**src/rtl/product_pipe.sv**
```systemverilog
// Lane-parallel multiplier with an elastic DELAY-stage pipeline for the SpMV datapath.
// Supports unsigned, signed and fixed-point products with optional saturation and per-lane overflow.
module product_pipe #(
  parameter int DATA_WIDTH  = 16,
  parameter int PARALLELISM = 4,
  parameter int DELAY       = 4,
  parameter int MODE        = 1,
  parameter int FRAC_BITS   = 8,
  parameter int SATURATE    = 1
) (
  input  logic                                   clk,
  input  logic                                   rst,
  input  logic                                   in_valid,
  output logic                                   in_ready,
  input  logic [PARALLELISM-1:0][DATA_WIDTH-1:0] a,
  input  logic [PARALLELISM-1:0][DATA_WIDTH-1:0] b,
  input  logic [PARALLELISM-1:0]                 lane_en,
  output logic [PARALLELISM-1:0][DATA_WIDTH-1:0] out,
  output logic [PARALLELISM-1:0]                 ovf,
  output logic                                   valid,
  input  logic                                   ready,
  output logic [$clog2(DELAY+1)-1:0]             in_flight,
  output logic                                   sticky_ovf,
  input  logic                                   clr_sticky
);

  localparam int W  = DATA_WIDTH;
  localparam int PW = 2 * DATA_WIDTH;
  localparam int CW = $clog2(DELAY + 1);

  localparam logic [W-1:0] MAX_S = {1'b0, {(W-1){1'b1}}};
  localparam logic [W-1:0] MIN_S = {1'b1, {(W-1){1'b0}}};
  localparam logic signed [PW-1:0] RND = PW'(1) << (FRAC_BITS - 1);

  // Returns {ovf, result}: range check of a signed wide value against W bits.
  function automatic logic [W:0] fit_signed(input logic signed [PW-1:0] v);
    logic         o;
    logic [W-1:0] res;
    o = !((&v[PW-1:W-1]) || !(|v[PW-1:W-1]));
    if (o && SATURATE != 0) res = v[PW-1] ? MIN_S : MAX_S;
    else                    res = v[W-1:0];
    return {o, res};
  endfunction

  function automatic logic [W:0] fit_unsigned(input logic [PW-1:0] v);
    logic         o;
    logic [W-1:0] res;
    o = |v[PW-1:W];
    if (o && SATURATE != 0) res = '1;
    else                    res = v[W-1:0];
    return {o, res};
  endfunction

  function automatic logic [W:0] lane_mul(input logic [W-1:0] x, input logic [W-1:0] y);
    logic        [PW-1:0] up;
    logic signed [PW-1:0] sx, sy, p;
    if (MODE == 0) begin
      up = {{W{1'b0}}, x} * {{W{1'b0}}, y};
      return fit_unsigned(up);
    end else begin
      sx = signed'({{W{x[W-1]}}, x});
      sy = signed'({{W{y[W-1]}}, y});
      p  = sx * sy;
      // Fixed-point: round half up, then drop the fractional bits.
      if (MODE == 2) return fit_signed((p + RND) >>> FRAC_BITS);
      else           return fit_signed(p);
    end
  endfunction

  logic [PARALLELISM-1:0][W-1:0] res_p0;
  logic [PARALLELISM-1:0]        ovf_p0;
  logic [PARALLELISM-1:0][W-1:0] res_p [1:DELAY];
  logic [PARALLELISM-1:0]        ovf_p [1:DELAY];
  logic [DELAY:1]                vld_p;
  logic [DELAY:1]                adv;
  logic [CW-1:0]                 occ;

  // Stage 0: combinational lane products on the incoming operands
  always_comb begin
    res_p0 = '0;
    ovf_p0 = '0;
    for (int i = 0; i < PARALLELISM; i++) begin
      if (lane_en[i]) {ovf_p0[i], res_p0[i]} = lane_mul(a[i], b[i]);
    end
  end

  // A stage may load when it is empty or its successor is moving.
  always_comb begin
    adv        = '0;
    adv[DELAY] = !vld_p[DELAY] || ready;
    for (int k = DELAY - 1; k >= 1; k--) adv[k] = !vld_p[k] || adv[k+1];
  end

  // Stages 1..DELAY: elastic register chain
  always_ff @(posedge clk) begin
    if (rst) begin
      vld_p <= '0;
      for (int k = 1; k <= DELAY; k++) begin
        res_p[k] <= '0;
        ovf_p[k] <= '0;
      end
    end else begin
      if (adv[1]) begin
        vld_p[1] <= in_valid;
        if (in_valid) begin
          res_p[1] <= res_p0;
          ovf_p[1] <= ovf_p0;
        end
      end
      for (int k = 2; k <= DELAY; k++) begin
        if (adv[k]) begin
          vld_p[k] <= vld_p[k-1];
          if (vld_p[k-1]) begin
            res_p[k] <= res_p[k-1];
            ovf_p[k] <= ovf_p[k-1];
          end
        end
      end
    end
  end

  always_comb begin
    occ = '0;
    for (int k = 1; k <= DELAY; k++) occ = occ + CW'(vld_p[k]);
  end

  // Set has priority over clear so an overflow is never lost.
  always_ff @(posedge clk) begin
    if (rst)                            sticky_ovf <= 1'b0;
    else if (valid && ready && (|ovf))  sticky_ovf <= 1'b1;
    else if (clr_sticky)                sticky_ovf <= 1'b0;
  end

  assign in_ready  = adv[1];
  assign out       = res_p[DELAY];
  assign ovf       = ovf_p[DELAY];
  assign valid     = vld_p[DELAY];
  assign in_flight = occ;

endmodule
```
**config.mk**
```make
export PLATFORM = sky130hd
export DESIGN_NAME = product_pipe
export DESIGN_NICKNAME = d
export VERILOG_FILES = /design/src/rtl/product_pipe.sv
export SDC_FILE = /design/constraint.sdc
export NUM_CORES = 2
export LEC_CHECK = 0
export ABC_AREA = 1
export CORE_ASPECT_RATIO = 1.25
export CORE_MARGIN = 3
export CORE_UTILIZATION = 45
export CTS_CLUSTER_DIAMETER = 100
export CTS_CLUSTER_SIZE = 10
export DETAILED_ROUTE_END_ITERATION = 10
export GPL_TIMING_DRIVEN = 0
export PLACE_DENSITY = 0.73
export RECOVER_POWER = 25
export SLEW_MARGIN = 25
export SYNTH_ARGS = -nofsm -noshare
export SYNTH_HDL_FRONTEND = slang
export SYNTH_SLANG_ARGS = --single-unit
```
**constraint.sdc**
```tcl
create_clock -name clk -period 14.75 [get_ports clk]
set_input_delay 2.95 -clock clk [delete_from_list [all_inputs] [get_ports clk]]
set_output_delay 2.95 -clock clk [all_outputs]
set_load 0.005 [all_outputs]
```
==> results.json <==
{
  "syn_area_mm2": 0.05543,
  "place_ws_ps": 4400,
  "syn_inst": 6999,
  "setup_viol": 0,
  "mostFrequentLayoutCells": "inv_1, nand2_1, fa_1",
  "cts_tree": "built",
  "synth_top_area_share": 0.3789,
  "rsz0062_at_grt": "no",
  "numCtsBuffers": 31,
  "drtPass1Iterations": 7,
  "cts_root_buf": "clkbuf_16",
  "synth_top_area_cell": "fa_1",
  "coreArea_mm2": 0.1218,
  "ys_seq_elements": 277,
  "crit_type": "in2reg",
  "die-height_um": 398.4,
  "drtAntennaViolNets": 0,
  "crit_path_top_delay_cell": "fa_1",
  "synth_compound_area_frac": 0.01531,
  "dpl.hpwl_um": 118800,
  "violations": "max-capacitance violations, max-slew violations",
  "start_kind": "primary input",
  "dpl_cell_area_mm2": 0.05885,
  "overflow": 0,
  "drtIter0Drc": 2616,
  "rows": 143,
  "timing.max_cap.violations": 2,
  "cts_setup_buffers": 0,
  "synth_top_family_by_area": "adder cells",
  "yosys.cell_types.count": 43,
  "die_area_mm2": 0.1274,
  "min_period_over_period": 0.6690,
  "synth.area.mux_share": 0,
  "vias_per_cell": 4.787,
  "hold_path.class": "reg2reg",
  "pin_count": 211,
  "crit_fanout": 10,
  "vias": 41950,
  "cts_max_level": 1,
  "slowest_delay_ps": 740,
  "start_util": 0.4549,
  "worst_pin_slew_ps": 2206,
  "clk_path_buf_depth": 3,
  "clk_pin_slew_ps": 50,
  "synthAdderAreaFrac": 0.4534,
  "post_cts_resized": 0,
  "place_congestion": 0.9480,
  "max_freq_mhz": 101.3,
  "yosysWarnings": 0,
  "avgSynthCellArea_um2": 7.919,
  "final_core_util": 0.4888,
  "slew_headroom": -0.4861,
  "mostFrequentLayoutCell": "inv_1",
  "grt_use_met2": 0.3961,
  "area_growth_pct": 7.445,
  "fin_nets": 8669,
  "synth-seq-area-share": 0.1492,
  "hold_viol_final": 0,
  "drive_gt1_frac": 0.04131,
  "synth-simple-area-share": 0.1911,
  "grt_use_met1": 0.2833,
  "crit_top_cell": "nand2_1",
  "grt_pass1_vias": 44060,
  "clk_latency_ps": 550,
  "grtUsageMet3": 0.02495,
  "grt_pass1_wl_um": 227000,
  "fin_ws_ps": 4883,
  "gr-usage-all-layers": 0.2238,
  "drc": 0,
  "crit_path_end_kind": "register",
  "arrival_ps": 10150,
  "wl_per_cell_um": 15.79,
  "finalClockSkew_ps": 22.32,
  "port_buffers": 110,
  "synthTopCellsByArea": "fa_1, inv_1, edfxtp_1, nand2_1, ha_1",
  "wirelength_um": 138300,
  "hold_buffers": 0,
  "top_usage_layer": "met2",
  "final_max_slew_viol_count": 30,
  "clock-sinks": 277,
  "dieWidth_um": 319.9,
  "tns_ps": 0,
  "grt_antenna_before_repair": 7,
  "status": "complete, but fails checks",
  "worstPathRequired_ps": 15040,
  "syn_nets": 8515,
  "yosys.area_share.xor_xnor": 0.01470,
  "fin_area_mm2": 0.05955,
  "grt_max_degree": 43,
  "fin_crit_ps": 9867
}
-- worst paths after layout --
path                                  from            end  slack (ps)  cells past startpoint
worst max-delay path                 a[47]  res_p[0][107]        4880                     31
worst min register to register  sticky_ovf     sticky_ovf         470                      2
worst min-delay path            sticky_ovf     sticky_ovf         470                      2
worst max register to register    vld_p[4]  res_p[0][293]       10230                      6
-- layout make-up --
cell class	instances	area (um^2)
multi-input cells	4201	37390
diodes	2	5.005
clock inverters	1	5.005
clock buffers	44	824.5
fillers	11790	62290
well taps	1595	1996
flip-flops and latches	277	8268
inverters	2194	8235
plain buffers	327	1541
repair buffers	121	1289
-- sequential cells by signal (all words and copies together) (netlist names) --
name / flops
vld_p: 4
sticky_ovf: 1
ovf_p: 16
res_p: 256
-- logic make-up after synthesis --
logic type,Yosys count
AO/OA/AOI/OAI,139
XOR/XNOR,93
adder cells (fa/ha/maj),1379
buffers and inverters,2521
flip-flops,277
AND/OR/NAND/NOR,2590
-- layer usage --
metal  wire length [um]  vias to the layer above
met5                  0                        -
met4               6050                        0
met1              55370                    20390
li1                   -                    19880
met2              69170                     1325
met3               7743                      348
-- worst max-delay path, delay by kind of cell --
kind	cells	cell delay, ps
adders and majority gates	7	3580
buffers and inverters	8	1790
and+or+nand+nor	15	1730
AOI/OAI and AO/OA	1	110
-- synth_stat cells --
master / instances
a21oi_1: 74
a21oi_2: 32
a221oi_1: 1
a31oi_1: 1
and2_1: 21
and2_2: 2
and2_4: 2
buf_1: 2
buf_2: 2
buf_4: 68
buf_6: 6
buf_8: 1
clkbuf_1: 248
clkinv_1: 2
dfxtp_1: 5
edfxtp_1: 272
fa_1: 1049
ha_1: 330
inv_1: 2182
inv_2: 10
nand2_1: 1822
nand2_2: 31
nand2_4: 1
nand3_1: 98
nand3_2: 18
nand3b_1: 16
nand3b_4: 2
nand4_1: 50
nand4_2: 1
nor2_1: 440
nor2_2: 52
nor2_4: 8
nor3_1: 4
o211ai_1: 1
o21ai_0: 14
o21ai_1: 6
o21bai_1: 9
o31ai_1: 1
or2_1: 1
or2_2: 20
or4_1: 1
xnor2_1: 46
xor2_1: 47
-- stage by stage --
step | instances | hold slack [ps]
2_1_floorplan | 6999 | 453.6
3_3_place_gp | 8704 | 461.3
3_5_place_dp | 8715 | 470.2
4_1_cts | 8760 | 477.7
5_1_grt | 8761 | 512.1
6_report | 8762 | 469.2
Power is not shown: default switching activity piles up to over one toggle a cycle in this logic, so the estimate is an artifact.
